$ cat src/rtl/link_dec_pkg.sv
// Shared definitions for the link receive-side decoder.
// Code/one-hot widths and the code-to-one-hot mapping.
package link_dec_pkg;

  localparam int CODE_W   = 3;
  localparam int ONEHOT_W = 8;

  // Binary code k maps to a one-hot word with only bit k set.
  function automatic logic [ONEHOT_W-1:0] code_to_onehot(
    input logic [CODE_W-1:0] c
  );
    logic [ONEHOT_W-1:0] v;
    v    = '0;
    v[c] = 1'b1;
    return v;
  endfunction

endpackage

$ cat src/rtl/link_dec_fifo.sv
// Synchronous FIFO holding received codes.
// Extra pointer bit separates full from empty.
module link_dec_fifo
  import link_dec_pkg::*;
#(
  parameter int DEPTH = 4,
  parameter int W     = CODE_W
) (
  input  logic                   clk,
  input  logic                   rst,
  input  logic                   i_push,
  input  logic [W-1:0]           i_data,
  input  logic                   i_pop,
  output logic [W-1:0]           o_data,
  output logic                   o_full,
  output logic                   o_empty,
  output logic [$clog2(DEPTH):0] o_level
);

  localparam int AW = $clog2(DEPTH);

  logic [W-1:0] r_mem [DEPTH];
  logic [AW:0]  r_wptr;
  logic [AW:0]  r_rptr;
  logic         w_ptr_lo_eq;

  assign w_ptr_lo_eq = (r_wptr[AW-1:0] == r_rptr[AW-1:0]);
  assign o_empty     = (r_wptr == r_rptr);
  assign o_full      = w_ptr_lo_eq && (r_wptr[AW] != r_rptr[AW]);
  assign o_level     = r_wptr - r_rptr;
  assign o_data      = r_mem[r_rptr[AW-1:0]];

  // Advance pointers; reset empties the queue.
  always_ff @(posedge clk) begin
    if (rst) begin
      r_wptr <= '0;
      r_rptr <= '0;
    end else begin
      if (i_push) r_wptr <= r_wptr + 1'b1;
      if (i_pop)  r_rptr <= r_rptr + 1'b1;
    end
  end

  // Storage write; contents need no reset.
  always_ff @(posedge clk) begin
    if (i_push) r_mem[r_wptr[AW-1:0]] <= i_data;
  end

endmodule

$ cat src/rtl/link_decoder.sv
// Receive-end decoder: strobed 3-bit code to one-hot,
// buffered and delivered over valid/ready.
module link_decoder
  import link_dec_pkg::*;
#(
  parameter int DEPTH = 4,
  parameter int CNT_W = 16
) (
  input  logic                   clk,
  input  logic                   rst,
  input  logic                   in_a3value,
  input  logic                   in_a2value,
  input  logic                   in_a1value,
  input  logic                   in_a0value,
  output logic                   dec_valid,
  input  logic                   dec_ready,
  output logic [ONEHOT_W-1:0]    dec_y,
  output logic [CODE_W-1:0]      dec_code,
  output logic [$clog2(DEPTH):0] fifo_level,
  output logic                   overflow,
  input  logic                   clr_err,
  output logic [CNT_W-1:0]       sym_count
);

  logic              r_valid;
  logic [CODE_W-1:0] r_code;
  logic              r_ovf;
  logic [CNT_W-1:0]  r_cnt;

  logic              w_full;
  logic              w_empty;
  logic [CODE_W-1:0] w_head;
  logic [CODE_W-1:0] w_in_code;
  logic              w_pop;
  logic              w_push;
  logic              w_drop;
  logic              w_xfer;

  assign w_in_code = {in_a2value, in_a1value, in_a0value};

  // Output register refills whenever it is free or draining.
  assign w_pop  = !w_empty && (!r_valid || dec_ready);
  assign w_push = in_a3value && (!w_full || w_pop);
  assign w_drop = in_a3value && !w_push;
  assign w_xfer = r_valid && dec_ready;

  link_dec_fifo #(
    .DEPTH (DEPTH),
    .W     (CODE_W)
  ) u_fifo (
    .clk     (clk),
    .rst     (rst),
    .i_push  (w_push),
    .i_data  (w_in_code),
    .i_pop   (w_pop),
    .o_data  (w_head),
    .o_full  (w_full),
    .o_empty (w_empty),
    .o_level (fifo_level)
  );

  // Output stage: load from head, clear when drained.
  always_ff @(posedge clk) begin
    if (rst) begin
      r_valid <= 1'b0;
      r_code  <= '0;
    end else if (w_pop) begin
      r_valid <= 1'b1;
      r_code  <= w_head;
    end else if (dec_ready) begin
      r_valid <= 1'b0;
      r_code  <= '0;
    end
  end

  // Sticky overflow; a drop outranks clr_err.
  always_ff @(posedge clk) begin
    if (rst)          r_ovf <= 1'b0;
    else if (w_drop)  r_ovf <= 1'b1;
    else if (clr_err) r_ovf <= 1'b0;
  end

  // Delivered-symbol counter, saturating at all-ones.
  always_ff @(posedge clk) begin
    if (rst)
      r_cnt <= '0;
    else if (w_xfer && !(&r_cnt))
      r_cnt <= r_cnt + CNT_W'(1);
  end

  assign dec_valid = r_valid;
  assign dec_code  = r_valid ? r_code : '0;
  assign dec_y     = r_valid ? code_to_onehot(r_code) : '0;
  assign overflow  = r_ovf;
  assign sym_count = r_cnt;

endmodule

$ cat config.mk
export PLATFORM = sky130hd
export DESIGN_NAME = link_decoder
export DESIGN_NICKNAME = d
export VERILOG_FILES = /design/src/rtl/link_dec_pkg.sv /design/src/rtl/link_dec_fifo.sv /design/src/rtl/link_decoder.sv
export SDC_FILE = /design/constraint.sdc
export NUM_CORES = 1
export LEC_CHECK = 0
export ABC_AREA = 1
export BUFFER_PORTS_ARGS = -buffer_cell sky130_fd_sc_hd__buf_2
export CORE_MARGIN = 1
export CORE_UTILIZATION = 40
export CTS_BUF_LIST = sky130_fd_sc_hd__clkbuf_4 sky130_fd_sc_hd__clkbuf_8 sky130_fd_sc_hd__clkbuf_16
export DETAILED_ROUTE_END_ITERATION = 6
export PLACE_DENSITY = 0.69
export SLEW_MARGIN = 15
export SYNTH_ARGS = -nofsm -noshare
export SYNTH_HDL_FRONTEND = slang
export SYNTH_SLANG_ARGS = --single-unit
$ cat constraint.sdc
create_clock -name clk -period 1.5 [get_ports clk]
set_input_delay 0 -clock clk [delete_from_list [all_inputs] [get_ports clk]]
set_output_delay 0 -clock clk [all_outputs]
set_load 0.01 [all_outputs]
-- Word level (Yosys, flattened, before mapping)
Memories as Yosys holds them, arrays and structs flattened. A register that Yosys moved wholly into a read port is not among the register bits.
Cells that the tools add are included.
Widths: inputs -> output; s select.
- equality and inequality tests: 3
- reductions and logical operators: 17
- order comparisons: 2
- mux-type cells: 14
- add/sub/neg operators: 4
- operators by type and width (kind ; number):
    $add 16x1->16 const B ; 1
    $reduce_and 16->1 ; 1
    $mux 3 ; 3
    $mux 8 ; 1
    $logic_and 1x1->1 ; 7
    $mux 1 ; 7
    $add 3x1->3 const B ; 2
    $logic_not 1->1 ; 5
    $lt 3x4->1 const B ; 1
    $mux 2 ; 2
    $reduce_bool 2->1 ; 2
    $demux 1 s3 ; 1
    $eq 3x3->1 ; 1
    $ge 3x1->1 const B ; 1
    $sub 3x3->3 ; 1
    $eq 2x2->1 ; 1
    $logic_or 1x1->1 ; 2
    $ne 1x1->1 ; 1
- bits in writable memories: 12
- word-level logic and storage cells: 47
- memories kept: 1
- register bits after elaboration: 27
- memories (name ; words ; bits a word ; read ports ; clocked after memory_dff ; write ports ; RTL line ; text):
    u_fifo.r_mem ; 4 ; 3 ; 1 ; 1 ; 1 ; link_dec_fifo.sv:22 ; logic [W-1:0] r_mem [DEPTH];

-- Depth between registers and ports, before layout
- depth after elaboration: 8
- depth in mapped cells: 10
- mapped depth without buffers: 10

-- Cells and area by module
Synthesis repeated with hierarchy kept, for this count alone.
- cells, all modules: 311
- area, all modules: 2237.1 um2
- by module, submodules not included (module ; instances ; seq. area each (um2) ; area an instance (um2) ; cells an instance):
    link_decoder ; 1 ; 420.4 ; 1265.0 ; 199
    link_dec_fifo ; 1 ; 520.5 ; 972.2 ; 112

-- Worst setup path after synthesis
No wires, ideal clock.
- path kind: register to register
- start point: register u_fifo.r_wptr[0]
- end point: memory u_fifo.r_mem[3][0] (netlist bit), enable pin
- cell stages (with the launch flop): 8
- slack: -0.095 ns
- setup time: 0.326 ns
- data arrival time: 1.269 ns
- buffers on the path: 0
- clock period less this slack: 1.595 ns
- cells stage by stage: dfxtp_1 -> inv_1 -> ha_1 -> nand2_1 -> inv_1 -> nand3_1 -> nand2_1 -> nor2_1
- cells in the longest elaborated chain, start to end: 7
- ends and longest elaborated chain (element ; RTL line ; text):
    from (decl) ; link_dec_fifo.sv:23 ; logic [AW:0] r_wptr;
    from (signal assigned) ; link_dec_fifo.sv:39 ; if (i_push) r_wptr <= r_wptr + 1'b1;
    $eq 3x3->1 or $eq 2x2->1 (tied branches) ; link_dec_fifo.sv:28, link_dec_fifo.sv:27 ;
    $logic_not 1->1 or $logic_and 1x1->1 (tied branches) ; link_decoder.sv:42, link_dec_fifo.sv:29 ;
    $logic_and 1x1->1 or $logic_not 1->1 (tied branches) ; link_decoder.sv:42, link_decoder.sv:43 ;
    $logic_or 1x1->1 ; link_decoder.sv:43 ; assign w_push = in_a3value && (!w_full || w_pop);
    $logic_and 1x1->1 ; link_decoder.sv:43 ;
    $mux 1 ; link_dec_fifo.sv:46 ; if (i_push) r_mem[r_wptr[AW-1:0]] <= i_data;
    $mux 1 (implied by the code) ; link_dec_fifo.sv:46 ;
    to (decl) ; link_dec_fifo.sv:22 ;
Parallel ways exist; a longest one is shown, timed or not.

-- Worst setup path in the final report
- start point: register u_fifo.r_wptr[0]
- end point: output port fifo_level[1]
- cells in the longest elaborated chain, start to end: 1
- ends and longest elaborated chain (element ; RTL line ; text):
    $sub 3x3->3 ; link_dec_fifo.sv:30 ; assign o_level = r_wptr - r_rptr;
    to (decl) ; link_decoder.sv:19 ; output logic [$clog2(DEPTH):0] fifo_level,
No other way between the ends.

==> flow_summary.ini <==
[power_and_ir_drop]
swShare_pct = 33.7
combPwrFrac_pct = 34.1
cellPowerDensity_nw_per_um2 = 1280
p_int_uw = 2480
p_seq_share_pct = 37.4
p_clk_share_pct = 28.5
p_switching_uw = 1260
leakagePower_uw = 0.00131
peakVddDrop_v = 0.000816

[floorplanning]
initial_core_util_pct = 41.3
rows = 26
die_x_um = 74.6
core-area_sq_um = 5110
boundaryPins = 40
dieHeight_um = 74.6
dieArea_sq_um = 5570

[setup_path]
cp.arrival_ps = 1510
crit_type = reg2out
cpMostUsedCell = inv_2
critPathLaunchType = flop
path_buf_inv = 3
crit_chain = inv_2, ha_4, fa_2, inv_2, buf_6
crit_fanout = 2
critical-path-max-stage-delay_ps = 530
worstPathRequired_ps = 1500
regToRegSetupSlack_ps = 10
slowest_stage = fa_2
cp-end-kind = output port
crit_family = adder cells

[drt]
via_per_inst = 4.73
drtAntennaViolNets = 0
drc = 0
dr.pass1.iters = 4
drtIter0Drc = 98
wl_per_cell_um = 12.0
routed_wl_um = 5100
vias = 2017

[timing]
grt_setup_unrepaired = yes
fin_ws_ps = -9.58
relSlewSlack_pct = 76.2
drv_slew = 0
hold_viol_final = 0
worst_pin_slew_ps = 357
timing.fmax_mhz = 662
fin_crit_sh_pct = 101
setup_viol = 1
period_needed_ps = 1510
whs_ps = 41.4
finClkSkew_ps = 3.71

[outcome]
violations = setup timing
run_status = finished, violations left

[synthesis]
synth_top_area_cell = dfxtp_1
synth-adder-area-share_pct = 5.69
synth.net_count = 298
synthTopCellsByCount = 70 x nand2_1, 43 x nor2_1, 36 x inv_1
synth-edff-count = 12
synth.area.mux_share_pct = 0
synthCells = 281
synth_compound_area_share_pct = 10.4
ys_ff_latch = 41
synth.most_common_cell = nand2_1
synthArstFlopShare_pct = 0
avgSynthCellArea_sq_um = 7.51
ys_top_cells_by_area = dfxtp_1 28%, edfxtp_1 17%, nand2_1 12%, nor2_1 7.7%, inv_1 6.4%
yosysTopAreaCellShare_pct = 27.5
yosys.area_share.simple_pct = 28.1
syn_area_sq_um = 2110
seq_area_frac_synth_pct = 44.6
synth-xor-area-share_pct = 3.74
ys.flop_type = dfxtp_1
ys_types = 21
yosys_warnings = 0
synth_top_family_by_area = simple AND/OR/NAND/NOR gates

[cts]
clkSinkCount = 41
insertion_delay_ps = 300
cts_tree = done
cts_root_buffer = clkbuf_8
numCtsBuffers = 5
htreeDepth = 2
clkTransAtPathRegs_ps = 80
clockBufferDepth = 2

[global_routing]
grt.met3_usage_pct = 4.55
grt_pass1_vias = 1610
use_met2_pct = 27.5
grt_usage_pct = 18.2
grt_pass1_wl_um = 7440
grt_max_degree = 17
top_usage_layer = met2
antenna_found_initial = 0
grtUsageMet1_pct = 24.7
grt_overflow = 0

[place]
gp_congestion = 0.803
port_buffers = 39
place_ws_ps = -36.6
dp_hpwl_um = 3540

[finish]
layout-drive-gt1-share_pct = 32.0
fillCellCount = 477
n_antenna_cell = 0
fin_nets = 372
syn2layout_area_growth_pct = 38.6
multi_input_area_sq_um = 1160
seqCellArea_sq_um = 951

[hold_path]
hold_path_class = in2reg

[job]
cap_viol_max_count = 0
-- worst paths after layout --
kind                                               startpoint                             to  depth (start not counted)
worst max-delay path            u_fifo.r_wptr[0]$_SDFFE_PP0P_                  fifo_level[1]                          5
worst min-delay path                               in_a3value  u_fifo.r_wptr[1]$_SDFFE_PP0P_                          3
worst max register to register  u_fifo.r_rptr[1]$_SDFFE_PP0P_   u_fifo.r_mem[1][1]$_DFFE_PP_                          7
worst min register to register          overflow$_SDFFE_PP0P_          overflow$_SDFFE_PP0P_                          2
-- cell type report --
type / count / area share, %
Tap cell: 70 / 3.00
Sequential cell: 41 / 32.5
Clock buffer: 5 / 2.35
Inverter: 36 / 4.71
Clock inverter: 3 / 2.23
Timing Repair Buffer: 69 / 15.5
Multi-Input combinational cell: 202 / 39.7
-- layer usage --
layer	wire length, um	part of all wire [%]
met5	0	0
met3	266	5.2
met2	2340	46
met1	2390	47
met4	102	2.0
-- registers in the layout, summed over array words and instances (netlist names), named ones only --
name           count
dec_valid          1
overflow           1
r_code             3
sym_count         16
u_fifo.r_mem      12
u_fifo.r_rptr      3
u_fifo.r_wptr      3
-- cells by family (layout without fill, tap and decap cells) --
group | Yosys count | count (layout)
XOR/XNOR | 9 | 9
flip-flops | 41 | 41
adder cells (fa/ha/maj) | 9 | 9
buffers and inverters | 40 | 113
AO/OA/AOI/OAI | 40 | 41
AND/OR/NAND/NOR | 142 | 143
-- stage by stage --
step                      total power [uW]  cells  cell area [sq um]  TNS, ps  util (%)
after CTS                             3620    422               2800    -25.8      54.9
after detailed placement              2490    409               2580     -339      50.5
final                                 3740    426               2920    -9.58      57.3
after global routing                  3960    426               2920     -586      57.3
after floorplan                       2050    281               2130        0         -
after global placement                2470    409               2580        0      50.5
-- power by group through the flow --
stage	combinational (uW)	clock [uW]	sequential, uW
detailed placement	1090	0	1400
floorplan	649	0	1400
CTS	1150	1080	1390
global placement	1070	0	1390
finish	1280	1060	1400
global route	1400	1150	1420
-- cells in the final DEF, fill, tap and decap left out, types with 2 or more instances in the layout --
| master | instances |
|---|---|
| inv_1 | 31 |
| dfxtp_2 | 8 |
| clkbuf_8 | 5 |
| nor2_1 | 36 |
| nand3_1 | 13 |
| dfxtp_1 | 21 |
| nand2_2 | 3 |
| buf_4 | 24 |
| nand2_4 | 2 |
| bufinv_16 | 2 |
| nand4_1 | 6 |
| dlygate4sd3_1 | 4 |
| nand2_1 | 67 |
| inv_2 | 4 |
| ha_4 | 2 |
| o21ai_0 | 16 |
| ha_1 | 6 |
| xor2_1 | 6 |
| buf_2 | 38 |
| nor2_4 | 8 |
| edfxtp_1 | 12 |
| a21oi_1 | 21 |
| nor2_2 | 5 |
| xnor2_1 | 3 |
| buf_6 | 2 |
-- worst min-delay path: stages --
cell and delay (ps):
buf_2 150, nand2_2 90, a21oi_1 60
-- repair_timing --
item | CTS | global route
setup endpoints to repair | 15 | 37
gates cloned | 1 | 1
hold buffers | 4 | 0
resized for setup | 13 | 25
buffers inserted | 0 | 3
pin swaps | 3 | 10
endpoints found under the hold margin | 13 | 0
(Power assumes the default switching activity.)
